`config.mk`:
```
export PLATFORM = sky130hd
export DESIGN_NAME = uid_allocator
export DESIGN_NICKNAME = d
export VERILOG_FILES = /design/src/rtl/uid_allocator.sv
export SDC_FILE = /design/constraint.sdc
export NUM_CORES = 1
export LEC_CHECK = 0
export ABC_AREA = 1
export CAP_MARGIN = 20
export CORE_MARGIN = 1
export CORE_UTILIZATION = 58
export DETAILED_ROUTE_END_ITERATION = 8
export PLACE_DENSITY = 0.78
export SYNTH_ARGS = -nofsm -noshare
export SYNTH_HDL_FRONTEND = slang
export SYNTH_SLANG_ARGS = --single-unit
```
`constraint.sdc`:
```
create_clock -name clk -period 6.55 [get_ports clk]
set_clock_uncertainty 0.2 [all_clocks]
set_input_delay 1.6375 -clock clk [delete_from_list [all_inputs] [get_ports clk]]
set_output_delay 1.6375 -clock clk [all_outputs]
set_load 0.01 [all_outputs]
```
`src/rtl/uid_allocator.sv`:
```
// uid_allocator: maps original AXI master IDs onto {row, col} unique IDs.
// Each row binds one master ID while it has outstanding transactions. Each
// row is a circular queue of column slots released strictly in issue order.
// The allocation port is decided only from registered state, so the release
// port never reaches alloc_ready/alloc_uid combinationally.
module uid_allocator #(
    parameter int ID_WIDTH = 4,
    parameter int NUM_ROWS = 16,
    parameter int NUM_COLS = 16,
    localparam int RW    = $clog2(NUM_ROWS),
    localparam int CW    = $clog2(NUM_COLS),
    localparam int UID_W = RW + CW
) (
    input  logic                clk,
    input  logic                rst,
    input  logic                alloc_valid,
    input  logic [ID_WIDTH-1:0] alloc_id,
    output logic                alloc_ready,
    output logic [UID_W-1:0]    alloc_uid,
    input  logic                rel_valid,
    input  logic [UID_W-1:0]    rel_uid,
    output logic                rel_err,
    output logic [RW:0]         rows_used,
    output logic                empty
);

    localparam logic [CW:0]   FULL_COUNT = (CW+1)'(NUM_COLS);
    localparam logic [CW:0]   CNT_ONE    = (CW+1)'(1);
    localparam logic [CW-1:0] COL_ONE    = CW'(1);

    // Per-row state
    logic [NUM_ROWS-1:0] used_q, used_d;
    logic [ID_WIDTH-1:0] id_q    [NUM_ROWS];
    logic [ID_WIDTH-1:0] id_d    [NUM_ROWS];
    logic [CW-1:0]       head_q  [NUM_ROWS];
    logic [CW-1:0]       head_d  [NUM_ROWS];
    logic [CW-1:0]       tail_q  [NUM_ROWS];
    logic [CW-1:0]       tail_d  [NUM_ROWS];
    logic [CW:0]         count_q [NUM_ROWS];
    logic [CW:0]         count_d [NUM_ROWS];

    // Registered status outputs
    logic          rel_err_q, rel_err_d;
    logic [RW:0]   rows_used_q, rows_used_d;
    logic          empty_q, empty_d;

    // Lookup results
    logic          hit;
    logic [RW-1:0] hit_row;
    logic          free_found;
    logic [RW-1:0] free_row;
    logic [RW-1:0] sel_row;
    logic          alloc_fire;

    // Release decode
    logic [RW-1:0] rel_row;
    logic [CW-1:0] rel_col;
    logic          rel_legal;
    logic          rel_fire;

    // Per-row event strobes for this cycle
    logic [NUM_ROWS-1:0] alloc_here;
    logic [NUM_ROWS-1:0] rel_here;

    // Find the row bound to the requesting ID and the lowest-index free row.
    always_comb begin
        hit        = 1'b0;
        hit_row    = '0;
        free_found = 1'b0;
        free_row   = '0;
        for (int r = 0; r < NUM_ROWS; r++) begin
            if (used_q[r] && (id_q[r] == alloc_id)) begin
                hit     = 1'b1;
                hit_row = RW'(r);
            end
        end
        for (int r = NUM_ROWS - 1; r >= 0; r--) begin
            if (!used_q[r]) begin
                free_found = 1'b1;
                free_row   = RW'(r);
            end
        end
    end

    // Drive the allocation handshake from registered state only.
    always_comb begin
        sel_row     = hit ? hit_row : free_row;
        alloc_ready = 1'b0;
        alloc_uid   = '0;
        if (hit) begin
            alloc_ready = (count_q[hit_row] != FULL_COUNT);
            alloc_uid   = {hit_row, tail_q[hit_row]};
        end else if (free_found) begin
            alloc_ready = 1'b1;
            alloc_uid   = {free_row, tail_q[free_row]};
        end
        alloc_fire = alloc_valid && alloc_ready;
    end

    // A release is legal only for the oldest outstanding slot of a bound row.
    always_comb begin
        rel_row   = rel_uid[UID_W-1:CW];
        rel_col   = rel_uid[CW-1:0];
        rel_legal = used_q[rel_row] && (count_q[rel_row] != '0) &&
                    (rel_col == head_q[rel_row]);
        rel_fire  = rel_valid && rel_legal;
        for (int r = 0; r < NUM_ROWS; r++) begin
            alloc_here[r] = alloc_fire && (sel_row == RW'(r));
            rel_here[r]   = rel_fire && (rel_row == RW'(r));
        end
    end

    // Next-state for every row plus the registered status outputs.
    always_comb begin
        used_d  = used_q;
        id_d    = id_q;
        head_d  = head_q;
        tail_d  = tail_q;
        count_d = count_q;
        for (int r = 0; r < NUM_ROWS; r++) begin
            if (alloc_here[r]) begin
                tail_d[r] = tail_q[r] + COL_ONE;
                if (!hit) begin
                    used_d[r] = 1'b1;
                    id_d[r]   = alloc_id;
                end
            end
            if (rel_here[r]) begin
                head_d[r] = head_q[r] + COL_ONE;
            end
            if (alloc_here[r] && !rel_here[r]) begin
                count_d[r] = count_q[r] + CNT_ONE;
            end else if (rel_here[r] && !alloc_here[r]) begin
                count_d[r] = count_q[r] - CNT_ONE;
                if (count_q[r] == CNT_ONE) begin
                    used_d[r] = 1'b0;
                end
            end
        end
        rel_err_d   = rel_valid && !rel_legal;
        rows_used_d = '0;
        for (int r = 0; r < NUM_ROWS; r++) begin
            rows_used_d = rows_used_d + {{RW{1'b0}}, used_d[r]};
        end
        empty_d = (rows_used_d == '0);
    end

    // State registers; reset drops every binding at once.
    always_ff @(posedge clk or negedge rst) begin
        if (!rst) begin
            used_q <= '0;
            for (int r = 0; r < NUM_ROWS; r++) begin
                id_q[r]    <= '0;
                head_q[r]  <= '0;
                tail_q[r]  <= '0;
                count_q[r] <= '0;
            end
            rel_err_q   <= 1'b0;
            rows_used_q <= '0;
            empty_q     <= 1'b1;
        end else begin
            used_q      <= used_d;
            id_q        <= id_d;
            head_q      <= head_d;
            tail_q      <= tail_d;
            count_q     <= count_d;
            rel_err_q   <= rel_err_d;
            rows_used_q <= rows_used_d;
            empty_q     <= empty_d;
        end
    end

    assign rel_err   = rel_err_q;
    assign rows_used = rows_used_q;
    assign empty     = empty_q;

endmodule

```
Yosys cells after proc, flatten, opt, wreduce, memory -nomap -nowiden
Cells that the tools add are included.
{"block": "totals", "reg_bits": 295, "latchBits": 0, "ramBits": 0, "mem_bits_ro": 0, "inputBits": 16, "memories": 0}
{"block": "classes", "addsub": 79, "multipliers": 0, "div": 0, "magnitude_cmp": 4, "n_eq_ne": 64, "shift": 0, "n_mux": 197, "bitwise_logic": 4, "reduce_logical": 154}
{"operator": "5-bit 2-to-1 mux", "n": 36}
{"operator": "4-bit 2-to-1 mux", "n": 37}
{"operator": "4-bit by 1-bit adder with 4-bit output (second input constant)", "n": 32}
{"operator": "1-bit 2-to-1 mux", "n": 116}
{"operator": "1-bit logical AND", "n": 85}
{"operator": "5-bit by 1-bit adder with 5-bit output (second input constant)", "n": 16}
{"operator": "5-bit by 1-bit == test with 1-bit output (second input constant)", "n": 16}
{"operator": "5-bit by 1-bit subtractor with 5-bit output (second input constant)", "n": 16}
{"operator": "4-bit == test", "n": 17}
{"operator": "4-bit == test (second input constant)", "n": 16}
{"operator": "5-bit by 1-bit adder with 5-bit output", "n": 11}
{"operator": "4-bit binary-select mux with 4-bit select", "n": 3}
{"operator": "5-bit binary-select mux with 4-bit select", "n": 2}
{"operator": "1-bit logical NOT", "n": 33}
{"operator": "4-bit by 3-bit == test with 1-bit output (second input constant)", "n": 8}
{"operator": "2-bit AND reduction", "n": 16}
{"operator": "2-bit nonzero test", "n": 16}
{"operator": "4-bit by 2-bit == test with 1-bit output (second input constant)", "n": 4}
{"operator": "8-bit 2-to-1 mux", "n": 2}
{"operator": "5-bit >= comparator (second input constant)", "n": 3}
{"operator": "4-bit inverter with 5-bit output", "n": 3}
{"operator": "4-bit by 1-bit == test with 1-bit output (second input constant)", "n": 2}
{"operator": "4-bit logical NOT", "n": 2}
{"operator": "4-bit by 1-bit adder with 5-bit output", "n": 1}
{"operator": "9 further kinds", "n": 9}

Longest topological paths before layout
Gate-level depths: netlist of run 1.
{"block": "logic_depth", "ltp_word": 45, "ltp_mapped": 49, "depth_no_buf": 46}

Least setup slack after synthesis of run 1
OpenSTA, ideal clock, no wires.
{"block": "synth_timing", "path_kind": "input-to-reg", "start": "in alloc_id[2]", "end": "reg empty_q (netlist: empty)", "arrival_ns": 7.432, "setup_slack_ns": -1.166, "path_stages": 39, "n_path_buf": 5, "cell_sequence": "buf_6 -> buf_4 -> xor2_1 -> a211oi_1 -> o2111ai_2 -> nand2_1 -> inv_1 -> nand2_1 -> nand2_2 -> buf_4 -> nand2_1 -> nand3_1 -> nand2_1 -> inv_1 -> nand3_1 -> nand3_1 -> nand2_1 -> nand2_1 -> (+3 left out) -> nand2_8 -> clkinv_2 -> ha_1 -> clkbuf_1 -> inv_1 -> nand3_1 -> o21ai_1 -> fa_1 -> fa_1 -> inv_1 -> fa_1 -> fa_1 -> ha_1 -> inv_1 -> fa_1 -> inv_1 -> nor3_1 -> nor3b_1"}
{"block": "synth_via", "elab_chain_cells": 45, "word_cells_on_any_way": 247, "cone_classes": "add/sub: 15; eq/ne: 32; mux: 116; bitwise: 1; reduce/logical: 83"}
{"element": "from (decl)", "line_no": "17", "text": "input logic [ID_WIDTH-1:0] alloc_id,"}
{"element": "4-bit == test", "line_no": "72", "text": "if (used_q[r] && (id_q[r] == alloc_id)) begin"}
{"element": "1-bit logical AND", "line_no": "72"}
{"element": "1-bit 2-to-1 mux", "line_no": "72"}
{"element": "4-bit 2-to-1 mux (14 in a row)", "line_no": "72"}
{"element": "4-bit inverter with 5-bit output (implied by the code)", "line_no": "91", "text": "alloc_ready = (count_q[hit_row] != FULL_COUNT);"}
{"element": "5-bit binary-select mux with 4-bit select", "line_no": "91"}
{"element": "5-bit 2-to-1 mux (implied by the code) (2 in a row)", "line_no": "91"}
{"element": "5-bit != test", "line_no": "91"}
{"element": "(+8 left out)"}
{"element": "2-bit by 1-bit adder with 3-bit output", "line_no": "143", "text": "rows_used_d = rows_used_d + {{RW{1'b0}}, used_d[r]};"}
{"element": "3-bit by 1-bit adder with 4-bit output", "line_no": "143"}
{"element": "4-bit by 1-bit adder with 5-bit output", "line_no": "143"}
{"element": "5-bit by 1-bit adder with 5-bit output (10 in a row)", "line_no": "143"}
{"element": "5-bit by 1-bit adder with 5-bit output *", "line_no": "143"}
{"element": "net rows_used_d[1]", "line_no": "44", "text": "logic [RW:0] rows_used_q, rows_used_d;"}
{"element": "5-bit logical NOT *", "line_no": "145", "text": "empty_d = (rows_used_d == '0);"}
{"element": "net empty_d", "line_no": "45", "text": "logic empty_q, empty_d;"}
{"element": "to (signal assigned)", "line_no": "169", "text": "empty_q <= empty_d;"}
{"element": "to (decl)", "line_no": "45"}
The timed path passes the listed nets; every way through them passes the cells marked *. The select of a mux whose other input is x is not followed.
A chain may end at the register's enable or synchronous reset.

Worst setup path in the final report of run 1
{"block": "layout_timing", "start": "in alloc_id[2]", "end": "reg empty_q (netlist: empty)"}
{"block": "layout_via", "word_cells_on_any_way": 247, "cone_classes": "add/sub: 15; eq/ne: 32; mux: 116; bitwise: 1; reduce/logical: 83"}
{"element": "4-bit == test", "line_no": "72"}
{"element": "1-bit logical AND", "line_no": "72"}
{"element": "1-bit 2-to-1 mux", "line_no": "72"}
{"element": "4-bit 2-to-1 mux (14 in a row)", "line_no": "72"}
{"element": "4-bit inverter with 5-bit output (implied by the code)", "line_no": "91"}
{"element": "5-bit binary-select mux with 4-bit select", "line_no": "91"}
{"element": "5-bit 2-to-1 mux (implied by the code) (2 in a row)", "line_no": "91"}
{"element": "5-bit != test", "line_no": "91"}
{"element": "(+4 left out)"}
{"element": "1-bit 2-to-1 mux or 1-bit logical AND (tied branches)", "line_no": "135, 133"}
{"element": "1-bit 2-to-1 mux", "line_no": "133", "text": "end else if (rel_here[r] && !alloc_here[r]) begin"}
{"element": "1-bit 2-to-1 mux *", "line_no": "131", "text": "if (alloc_here[r] && !rel_here[r]) begin"}
{"element": "net used_d[7]", "line_no": "32", "text": "logic [NUM_ROWS-1:0] used_q, used_d;"}
{"element": "5-bit by 1-bit adder with 5-bit output * (9 in a row)", "line_no": "143"}
{"element": "net rows_used_d[1]", "line_no": "44"}
{"element": "5-bit logical NOT *", "line_no": "145"}
{"element": "net empty_d", "line_no": "45"}
Marks and branches as above.

==> qor.csv, run 1 <==
metric;value;unit
worstMarginPinSlew;0.9655;ns
critPathCaptureType;flop;
cp_common_cell;nand2_2;
numCtsBuffers;35;
wl_met2;27090;um
synthDistinctLibCells;51;
yosys_warnings;0;
critPathLaunchType;input pin;
clk_latency;0.54;ns
drtAntennaViolNets;0;
met1_length;24590;um
drtIter0Drc;2112;
routed_wl;59520;um
antenna_found_initial;2;
cp.arrival;7.94;ns
grt_start_max_net_pins;122;
dp_hpwl;41810;um
crit_fanout;6;
synth_common_cells;nand2_1, dfrtp_1, inv_1;
cts_sinks;295;
yosysTopAreaCellShare;38.80;%
die_area;0.03342;sq mm
fin_crit_sh;117.2;%
port_buffers;31;
min_period;7.675;ns
rsz0062_at_grt;yes;
yosysSeqAreaShare;38.94;%
yosysMostFrequentCell;nand2_1;
firstDrtPassIters;6;
ys.flop_type;dfrtp_1;
wl_met3;4639;um
fin_ws;-1.125;ns
grt_pass1_vias;17640;
wl_per_cell;19.14;um
synthesis.area;0.01896;sq mm
clock_path_buffers;3;
core-area;0.03188;sq mm
syn_nets;2488;
routed.top_layer;met4;
outcome;complete, but fails checks;
vias;18150;
dpl_cell_area;0.02176;sq mm
slew_headroom;35.63;%
path_clk_slew;0.06;ns
grt.overflow.total;0;
maxCapViolations;0;
drive_gt1_share;21.40;%
htreeDepth;2;
gr-usage-all-layers;35.68;%
p_per_area;429.4;mW/mm^2
cts_tree;yes;
hold_class;reg -> reg;
io_pins;32;
timing.fmax;130.3;MHz
drc;0;
ir_drop;0.3549;mV
root_buffer;clkbuf_16;
power_leakage;11.71;nW
max_stage_delay;0.58;ns
synth.area.top_cells;dfrtp_1, nand2_1, ha_1;
netlist_instances;2345;
crit_family;adder cells;
p_total;10.24;mW
setup_viol;10;
critical_path_required;6.81;ns
die_w;182.8;um
yosysTopAreaCell;dfrtp_1;
die_h;182.8;um
finalNetCount;2792;
final_cells;3109;
synth_edf_count;0;
routed_via_density;5.838;
async_reset_ff_share;100.0;%
hold_buffers;0;
synthToLayoutAreaGrowth;25.72;%
design_area;0.02384;sq mm
grt_pass1_wl;93740;um
syn_avg_cell_area;8.087;sq um
gp_congestion;1.019;
hold_violations;0;
dp.cells;3012;
ys_seq_elements;295;
cp_num_buf_inv;10;
finalMaxSlewViolations;0;
initial_core_util;59.48;%
violations;setup timing;
fp-row-count;65;
path_class;in -> reg;
worst_path_max_delay_cell;fa_2;
==> path summary, 6_finish.rpt <==
| check | from | endpoint | slack [ns] | depth (start not counted) |
|---|---|---|---|---|
| worst max-delay path | alloc_id[2] | empty$_DFF_PN1_ | -1.12 | 44 |
| worst min-delay path | head_q[39]$_DFFE_PN0P_ | head_q[39]$_DFFE_PN0P_ | 0.28 | 1 |
| worst max register to register | id_q[50]$_DFFE_PN0P_ | empty$_DFF_PN1_ | -0.21 | 42 |
| worst min register to register | head_q[39]$_DFFE_PN0P_ | head_q[39]$_DFFE_PN0P_ | 0.28 | 1 |
| max in group asynchronous | rst | count_q[54]$_DFFE_PN0P_ | 3.78 | 2 |
| min in group asynchronous | rst | count_q[18]$_DFFE_PN0P_ | 0.98 | 1 |
==> worst register-to-register path: cells and delay by family, from the launching register on <==
family	cells	cell delay, ns
adder cells (fa/ha/maj)	7	3.00
AND/OR/NAND/NOR	25	2.27
buffers and inverters	8	0.58
flip-flops	1	0.40
AO/OA/AOI/OAI	2	0.20
==> layout make-up <==
cell class | count | area (sq um)
antenna | 1 | 2.502
clock buffer | 53 | 1055
clock inverter | 8 | 107.6
fill | 2229 | 8040
inverter | 281 | 1097
multi-input combinational | 1692 | 10730
sequential | 295 | 7383
tap | 435 | 544.3
timing repair buffer | 344 | 2920
==> flip-flops by register name, summed over array words and instances (netlist names) <==
| name | count |
|---|---|
| id_q | 64 |
| tail_q | 64 |
| head_q | 64 |
| empty | 1 |
| rows_used | 5 |
| count_q | 80 |
| used_q | 16 |
| rel_err | 1 |
==> cells in the final DEF (no fill, tap or decap), types with 9 or more instances in the layout <==
master,netlist,final
a21oi_1,105,98
a22oi_1,17,14
buf_12,1,11
buf_4,19,284
buf_6,4,15
clkbuf_16,0,36
clkbuf_8,0,9
clkdlybuf4s50_1,0,23
dfrtp_1,294,294
ha_1,117,105
inv_1,255,242
inv_2,16,21
nand2_1,527,506
nand2_2,14,23
nand2_4,0,9
nand2_8,10,13
nand3_1,160,141
nand3_2,0,17
nand3b_1,10,10
nand4_1,96,96
nor2_1,116,104
nor2_2,10,14
nor2_4,11,19
nor3_1,21,19
o211ai_1,28,28
o21ai_0,142,139
o21ai_1,27,22
o22ai_1,26,26
xnor2_1,68,66
xor2_1,114,113
==> power by group <==
| group | internal (mW) | switching, mW |
|---|---|---|
| logic | 2.13 | 3.21 |
| registers | 2.31 | 0.579 |
| clock network | 1.19 | 0.810 |
| total | 5.63 | 4.60 |
==> cells by family (layout without fill, tap and decap cells) <==
logic type / Yosys count / after routing / share of synthesized area, %
compound gates: 381 / 381 / 11.50
xor+xnor: 182 / 182 / 8.406
fa+ha+maj: 127 / 127 / 8.775
buf+inv: 358 / 686 / 7.839
flops: 295 / 295 / 38.94
other cells: 0 / 1 / 0
simple gates: 1002 / 1002 / 24.54
==> repair_timing <==
item / CTS / global route
pin swaps: 45 / 40
gates cloned: 4 / 0
setup endpoints to repair: 11 / 10
gates resized for setup: 134 / 39
setup buffers: 24 / 8
==> metrics by stage <==
| stage | hold slack, ns | setup slack [ns] | TNS (ns) | utilization, % |
|---|---|---|---|---|
| final | 0.2758 | -1.125 | -5.924 | 74.78 |
| after CTS | 0.2763 | -0.8036 | -3.641 | 74.15 |
| after floorplan | 0.2419 | -1.006 | -4.198 | - |
| after global placement | 0.2544 | -1.837 | -11.68 | 68.27 |
| after global routing | 0.2823 | -1.363 | -7.648 | 74.77 |
| after detailed placement | 0.2617 | -2.020 | -13.95 | 68.27 |
==> layer usage <==
layer,global-route usage [%],vias to the layer above
met4,18.03,0
met2,56.41,899
met1,47.75,8654
li1,-,8386
met5,0,-
met3,5.600,210
Power figures use the tool's default switching activity.
==> run 2, diff against run 1 <==
--- a/config.mk
+++ b/config.mk
@@ -9,6 +9,7 @@
 export CAP_MARGIN = 20
 export CORE_MARGIN = 1
 export CORE_UTILIZATION = 58
+export CTS_BUF_LIST = sky130_fd_sc_hd__clkbuf_16
 export DETAILED_ROUTE_END_ITERATION = 8
 export PLACE_DENSITY = 0.78
 export SYNTH_ARGS = -nofsm -noshare
==> run 2 against run 1 <==
  * The run still ends with setup timing left
  * Clock power down 6%
  * Cell area decreased by 0.45%
  * Combinational power is 2% lower
  * Global-route usage down 0.52 points
  * Power fell by 2.3%
  * First-iteration DRC count decreased by 8.4%
  * Largest power group unchanged
  * Routed wire length down 2.0%
  * Clock-buffer cell count is 17 lower
  * Register-to-register slack better by 0.14 ns
==> qor.csv, run 2 (synthesis gave the netlist of run 1 again) <==
metric;value;unit;change
outcome;complete, but fails checks;;
violations;setup timing;;
die_w;182.8;um;unchanged
firstDrtPassIters;6;;unchanged
worstHoldStart;head_q[59]$_DFFE_PN0P_;;
core-area;0.03188;sq mm;unchanged
drive_gt1_share;20.96;%;-0.44 points
dpl_cell_area;0.02176;sq mm;unchanged
critPathLaunchType;input pin;;
root_buffer;clkbuf_16;;
worstMarginPinSlew;0.9804;ns;+0.01486 ns
numCtsBuffers;35;;unchanged
timing.rr.start;id_q[50]$_DFFE_PN0P_;;
maxCapViolations;0;;unchanged
layout_common_cells;nand2_1, dfrtp_1, buf_4;;
gp_congestion;1.019;;unchanged
setup_viol;6;;-4
critPathCaptureType;flop;;
htreeDepth;2;;unchanged
final_common_cell;nand2_1;;
rrSetupSlack;-0.07;ns;+0.14 ns
hold_slack;0.2731;ns;-0.002727 ns
rsz0062_at_grt;yes;;
drc;0;;unchanged
cp-startpoint;alloc_id[0];;
initial_core_util;59.48;%;unchanged
hold_class;reg -> reg;;
routed_via_density;5.767;;-1.2%
dp_hpwl;41810;um;unchanged
pre_cts_slack;-2.020;ns;unchanged
path_clk_slew;0.06;ns;about the same
worst_path_max_delay_cell;fa_2;;
hold_depth;1;;unchanged
final_cells;3107;;-0.064%
grt.overflow.total;0;;unchanged
routed_wl;58330;um;-2.0%
critical_path_required;6.81;ns;about the same
timing.fmax;132.6;MHz;+1.8%
hold-path-endpoint;head_q[59]$_DFFE_PN0P_;;
cp.arrival;7.80;ns;-0.14 ns
ir_drop;0.3442;mV;-3.0%
cts_sinks;295;;unchanged
grt_start_max_net_pins;122;;unchanged
drtAntennaViolNets;0;;unchanged
design_area;0.02373;sq mm;-0.45%
finalMaxSlewViolations;0;;unchanged
p_per_area;421.6;mW/mm^2;-1.8%
grt_pass1_vias;17410;;-1.4%
cts_tree;yes;;
path_class;in -> reg;;
hold_buffers;0;;unchanged
drtIter0Drc;1934;;-8.4%
die_area;0.03342;sq mm;unchanged
min_period;7.542;ns;-0.1330 ns
reg2regPathDepth;42;;unchanged
num_antenna_cells;0;;-1
finalNetCount;2791;;-0.036%
io_pins;32;;unchanged
max_stage_delay;0.58;ns;about the same
crit_fanout;10;;+4
die_h;182.8;um;unchanged
hold_violations;0;;unchanged
fin_crit_sh;115.1;%;-2.0 points
antenna_found_initial;0;;-2
clk_latency;0.54;ns;about the same
wl_per_cell;18.77;um;-1.9%
fp-row-count;65;;unchanged
regMostFlops;count_q;;
r2r-end;empty$_DFF_PN1_;;
grt_pass1_wl;92390;um;-1.4%
synthToLayoutAreaGrowth;25.16;%;
largest_reg_flops;80;;unchanged
fillers;2285;;+2.5%
clock_path_buffers;3;;unchanged
gr-usage-all-layers;35.16;%;-0.52 points
port_buffers;31;;unchanged
slew_headroom;34.64;%;-0.99 points
power_leakage;11.72;nW;about the same
dp.cells;3012;;unchanged
tns;-4.703;ns;+1.221 ns
vias;17920;;-1.3%
fin_ws;-0.9916;ns;+0.1330 ns
[run 2: routing by layer]
| layer | routed length, um | track usage (%) | share of wire, % | up-vias |
|---|---|---|---|---|
| met5 | 0 | 0 | 0 | - |
| met4 | 2785 | 17.60 | 4.8 | 0 |
| met3 | 4959 | 5.441 | 8.5 | 158 |
| met2 | 26790 | 55.28 | 46 | 848 |
| met1 | 23800 | 47.44 | 41 | 8528 |
| li1 | - | - | - | 8383 |
[run 2: critical path: cells and delay by family]
| kind | cells | cell delay (ns) |
|---|---|---|
| AOI/OAI and AO/OA | 5 | 0.58 |
| xor gates and xnor gates | 1 | 0.18 |
| adders and majority gates | 6 | 2.46 |
| buffers and inverters | 13 | 1.50 |
| and+or+nand+nor | 12 | 1.43 |
[run 2: worst max path at each step]
stage,to
final,empty$_DFF_PN1_
after global routing,empty$_DFF_PN1_
after CTS,empty$_DFF_PN1_
after detailed placement,empty$_DFF_PN1_
after global placement,empty$_DFF_PN1_
after floorplan,empty$_DFF_PN1_
[run 2: layout make-up]
cell class / instances / area (sq um) / area share [%]
inverter: 281 / 1111 / 4.681
multi-input combinational: 1692 / 10710 / 45.13
clock inverter: 25 / 171.4 / 0.7222
timing repair buffer: 343 / 2912 / 12.27
tap: 435 / 544.3 / 2.293
sequential: 295 / 7383 / 31.11
clock buffer: 36 / 900.9 / 3.796
[run 2: repair_timing]
item / CTS / global route
setup buffers: 19 / 12
endpoints found under the setup margin: 11 / 10
gates cloned: 3 / 1
pin swaps: 44 / 52
resized for setup: 106 / 66
[run 2: where the power goes]
| group | internal (mW) | switching (mW) |
|---|---|---|
| Sequential | 2.31 | 0.578 |
| Combinational | 2.09 | 3.15 |
| Clock | 1.07 | 0.802 |
[run 2: metrics by stage]
step | util, % | total power [mW]
after floorplan | - | 5.830
after global placement | 68.27 | 7.472
after detailed placement | 68.27 | 7.624
after CTS | 73.41 | 9.749
after global routing | 74.45 | 10.59
final | 74.45 | 10.01
